**src/rtl/clk_pkg.sv**
```systemverilog
// Shared hour-counter constants and display helpers, also used by the alarm block.
// Pure definitions: no state and no latency.
package clk_pkg;

  localparam int HR_W = 5;
  localparam logic [HR_W-1:0] HR_MAX_24 = 5'd23;
  localparam logic [HR_W-1:0] HR_HALF   = 5'd12;

  typedef logic [HR_W-1:0] hr24_t;

  // 12-h display folds 0 and 12 onto 12, so the shown range is 1..12.
  function automatic hr24_t hr_disp(input hr24_t h, input logic mode_24);
    hr24_t r;
    if (mode_24) begin
      r = h;
    end else begin
      r = (h >= HR_HALF) ? hr24_t'(h - HR_HALF) : h;
      if (r == '0) r = HR_HALF;
    end
    return r;
  endfunction

  function automatic logic [7:0] hr_bcd(input hr24_t v);
    logic [3:0] tens;
    logic [3:0] units;
    if (v >= 5'd20) begin
      tens  = 4'd2;
      units = 4'(v - 5'd20);
    end else if (v >= 5'd10) begin
      tens  = 4'd1;
      units = 4'(v - 5'd10);
    end else begin
      tens  = 4'd0;
      units = 4'(v);
    end
    return {tens, units};
  endfunction

endpackage

```
**src/rtl/clk_hr_decode.sv**
```systemverilog
// Combinational map of a 24-h hour to display hour (binary or BCD) and pm flag.
// Zero latency, no handshake.
module clk_hr_decode
  import clk_pkg::*;
#(
  parameter int BCD_OUT = 0,
  parameter int OUT_W   = 8
) (
  input  logic [HR_W-1:0]  h24,
  input  logic             mode_24,
  output logic [OUT_W-1:0] hr,
  output logic             pm
);

  hr24_t disp;

  assign disp = hr_disp(h24, mode_24);
  assign pm   = (h24 >= HR_HALF);

  generate
    if (BCD_OUT != 0) begin : g_bcd
      assign hr = OUT_W'(hr_bcd(disp));
    end else begin : g_bin
      assign hr = OUT_W'(disp);
    end
  endgenerate

endmodule

```
**src/rtl/clk_count_hr_cfg.sv**
```systemverilog
// Hour counter (0..23) with load, up/down count, wrap pulses and 12/24-h display.
// Outputs registered from next-state decode: no added latency, no backpressure.
module clk_count_hr_cfg
  import clk_pkg::*;
#(
  parameter int BCD_OUT = 0,
  parameter int RST_HR  = 0,
  parameter int OUT_W   = 8
) (
  input  logic             CLK,
  input  logic             rst,
  input  logic             rst_counters,
  input  logic             count_up_hr,
  input  logic             count_dn_hr,
  input  logic             load_en,
  input  logic [HR_W-1:0]  load_val,
  input  logic             mode_24,
  output logic [OUT_W-1:0] hr,
  output logic             pm,
  output logic             day_carry,
  output logic             day_borrow,
  output logic             load_err
);

  generate
    if (RST_HR < 0 || RST_HR > 23 ||
        (BCD_OUT != 0 && OUT_W != 8) ||
        (BCD_OUT == 0 && OUT_W < 5)) begin : g_bad_param
      $error("clk_count_hr_cfg: illegal RST_HR/OUT_W/BCD_OUT combination");
    end
  endgenerate

  localparam hr24_t RST_H = hr24_t'(RST_HR);

  hr24_t            h24_q, h24_d;
  hr24_t            dec_in;
  logic [OUT_W-1:0] hr_q, hr_dec;
  logic             pm_q, pm_dec;
  logic             carry_q, carry_d;
  logic             borrow_q, borrow_d;
  logic             err_q, err_d;

  always_comb begin
    h24_d    = h24_q;
    carry_d  = 1'b0;
    borrow_d = 1'b0;
    err_d    = 1'b0;
    if (rst_counters) begin
      h24_d = RST_H;
    end else if (load_en) begin
      if (load_val <= HR_MAX_24) h24_d = load_val;
      else                       err_d = 1'b1;
    end else if (count_up_hr && !count_dn_hr) begin
      if (h24_q == HR_MAX_24) begin
        h24_d   = '0;
        carry_d = 1'b1;
      end else begin
        h24_d = h24_q + 1'b1;
      end
    end else if (count_dn_hr && !count_up_hr) begin
      if (h24_q == '0) begin
        h24_d    = HR_MAX_24;
        borrow_d = 1'b1;
      end else begin
        h24_d = h24_q - 1'b1;
      end
    end
  end

  // Decode the value being written this edge so hr/pm track h24 without lag.
  assign dec_in = rst ? RST_H : h24_d;

  clk_hr_decode #(
    .BCD_OUT (BCD_OUT),
    .OUT_W   (OUT_W)
  ) u_dec (
    .h24     (dec_in),
    .mode_24 (mode_24),
    .hr      (hr_dec),
    .pm      (pm_dec)
  );

  always_ff @(posedge CLK) begin
    if (rst) begin
      h24_q    <= RST_H;
      hr_q     <= hr_dec;
      pm_q     <= pm_dec;
      carry_q  <= 1'b0;
      borrow_q <= 1'b0;
      err_q    <= 1'b0;
    end else begin
      h24_q    <= h24_d;
      hr_q     <= hr_dec;
      pm_q     <= pm_dec;
      carry_q  <= carry_d;
      borrow_q <= borrow_d;
      err_q    <= err_d;
    end
  end

  assign hr         = hr_q;
  assign pm         = pm_q;
  assign day_carry  = carry_q;
  assign day_borrow = borrow_q;
  assign load_err   = err_q;

endmodule

```
**config.mk**
```make
export PLATFORM = sky130hd
export DESIGN_NAME = clk_count_hr_cfg
export DESIGN_NICKNAME = d
export VERILOG_FILES = /design/src/rtl/clk_pkg.sv /design/src/rtl/clk_hr_decode.sv /design/src/rtl/clk_count_hr_cfg.sv
export SDC_FILE = /design/constraint.sdc
export NUM_CORES = 1
export LEC_CHECK = 0
export CORE_MARGIN = 2
export CORE_UTILIZATION = 50
export CTS_BUF_LIST = sky130_fd_sc_hd__clkbuf_8
export DETAILED_ROUTE_END_ITERATION = 7
export PLACE_DENSITY_LB_ADDON = 0.05
export SYNTH_ARGS = -nofsm -noshare
export SYNTH_HDL_FRONTEND = slang
export SYNTH_HIERARCHICAL = 1
export SYNTH_SLANG_ARGS = --single-unit
```
**constraint.sdc**
```tcl
create_clock -name CLK -period 2.9 [get_ports CLK]
set_input_delay 0.58 -clock CLK [delete_from_list [all_inputs] [get_ports CLK]]
set_output_delay 0.58 -clock CLK [all_outputs]
set_load 0.01 [all_outputs]
```
==> qor.csv <==
metric,value,unit
First-pass DRT Iterations,4,
Placer Congestion,0.9391,
Layout Skew,0.003923,ns
"EDFF count, synth",0,
CTS root buffer,clkbuf_8,
"slowest stage cell, crit path",clkdlybuf4s50_1,
DPL Wire Length,1.639,mm
vias,908,
drt initial violations,26,
Worst EP required,3.08,ns
vias in the first global route,698,
IO Pins,24,
CTS tree,done,
CP Data Arrival Time,3.01,ns
Fmax achieved,0.3528,GHz
Synth Instances,105,
ys flop type,dfxtp_1,
clock-pin transition on the worst setup and hold timing paths,0.07,ns
CP Max Fanout,5,
count of cell types in the netlist,46,
Final Hold Viols,0,
post-synth top area cell,dfxtp_1,
Pleak,0.5989,nW
# rows,15,
wire length per cell,13.10,um
sequential area share after synthesis,0.3574,
clock buffer depth,2,
Die X,47.64,um
Max VDD drop,0.2741,mV
most frequent cells in the layout,"clkdlybuf4s50_1, dfxtp_1, buf_4",
Tot GR Track Use,0.1997,
Core ar.,1764,um2
first-pass GRT wire length,3.194,mm
endpoints failing setup,0,
Final min period,2.834,ns
CP Class,input pin to flip-flop,
Setup WS pre-CTS,-0.2437,ns
WL final,2.201,mm
Slew Limit Fails,0,
Area Overhead vs Synth,42.97,%
Yosys top cell area share,0.3574,
pin count of the biggest net entering global routing,11,
Mapped Area,952.2,um2
Initial Util,0.5397,
Crit. End Element,flip-flop,
WHS Path Cells,2,
R2R cell count,10,
Post-CTS Setup Inserts,0,
CTS resizes,0,
number of diodes,0,
max capacitance violation total,0,
CP cell instances,clkdlybuf4s50_1 > or2_2 > nor2b_1 > a221oi_1 > a2111oi_2 > or2_0 > or4_1 > a21oi_1 > a2bb2oi_1,
cell count along the critical path,9,
slew at the pin with the worst max-slew slack,0.5545,ns
Ys Warns,6,
Layout Nets,159,
syn_area_per_cell,9.068,um2
clk sinks,17,
DRC viols,0,
Final ANT Viol Nets,0,
# H-tree levels,1,
hold buffers post-CTS,0,
max incr delay on CP,0.46,ns
post-layout util,0.7716,
DIE AREA,2270,um2
#FFs+latches synth,17,
"commonest non-fill, non-tap cell in the layout",clkdlybuf4s50_1,
Hold Crit Class,flip-flop to flip-flop,
Crit path max-delay family,simple AND/OR/NAND/NOR gates,
CP Buf/Inv Count,1,
Pwr Density,408.4,nW/um2
worst relative slew slack,0.6304,
Async SR Flop Fraction,0,
CTS buffer count,3,
total grt overflow,0,
RSZ-0062 raised after global routing,false,
layout cells sized above 1,0.2308,
Die Span Y,47.64,um
initial antenna violation count,0,
vias per inst,5.405,
hold slack,0.7266,ns
period utilization,0.9773,
Final WS setup,0.06588,ns
outcome,"complete, no violations",
synth top area cells,"dfxtp_1, ha_1, nand2_1",
type of origin of the critical path,input pin,
Port Buf Inserts,23,
"Clk Latency, worst-skew pair",0.25,ns
[tightest hold or removal path: stages (launching register included)]
cell	delay, ns
dfxtp_1	0.37
mux2i_1	0.19
a2111oi_2	0.12
[stage by stage]
stage	area [um2]	setup TNS, ns	power, mW	std cells
after global placement	1286	-0.2429	0.3780	164
final	1361	0	0.5559	168
after detailed placement	1286	-0.4580	0.3805	164
after CTS	1333	0	0.5530	168
after floorplan	959.7	0	0.3231	107
after global routing	1361	0	0.5870	168
[cell families (layout without fill, tap and decap cells)]
group / Yosys count / in the layout / synth area share
flip-flops: 17 / 17 / 0.3574
AO/OA/AOI/OAI: 29 / 29 / 0.2379
buffers and inverters: 13 / 49 / 0.08542
XOR/XNOR: 1 / 1 / 0.009200
adder cells (fa/ha/maj): 3 / 3 / 0.03943
multiplexers: 2 / 2 / 0.02103
AND/OR/NAND/NOR: 39 / 39 / 0.2457
other: 1 / 3 / 0.003938
[Yosys cell counts (2+ instances only)]
cell type and count:
nand2_1 7, o21ai_1 2, a221oi_1 3, ha_1 3, a21oi_1 4, nand2b_1 2, buf_4 3, o21ai_0 4
nor3b_1 2, mux2i_1 2, nor3_1 4, or2_2 2, buf_6 2, nor2_1 5, inv_1 5, dfxtp_1 17
and3_1 4, o31ai_1 2, nand3_1 4, clkbuf_1 2
[sequential cells by signal, indices dropped and copies added, names as in the netlist]
name and count:
load_err 1, day_borrow 1, pm 1, hr 8
day_carry 1, h24_q 5
[routing by layer]
metal	GRT usage	share of wire	vias to the layer above
met4	0.05405	0.0055	0
li1	-	-	453
met1	0.3089	0.47	415
met5	0	0	-
met2	0.2892	0.46	38
met3	0.02642	0.070	2
[path summary, 6_finish.rpt]
path / startpoint / end / slack [ns]
worst max-delay path: count_dn_hr / hr[3] / 0.07
worst min-delay path: h24_q[0] / hr[0] / 0.73
worst max register to register: h24_q[0] / hr[3] / 0.07
worst min register to register: h24_q[0] / hr[0] / 0.73
[report_power, final]
group	switching, mW	internal (mW)	total, mW
logic	0.0563	0.0723	0.129
registers	0.00857	0.245	0.254
clock network	0.0781	0.0951	0.173
total	0.143	0.413	0.556
[area by class of cell]
type                            instances  area (um2)
Tap cell                               25       31.28
Timing Repair Buffer                   40       360.3
Inverter                                5       18.77
Multi-Input combinational cell         77       564.3
Clock inverter                          1       5.005
Fill cell                             138       402.9
Sequential cell                        17       340.3
Clock buffer                            3       41.29
(Power assumes the default switching activity.)
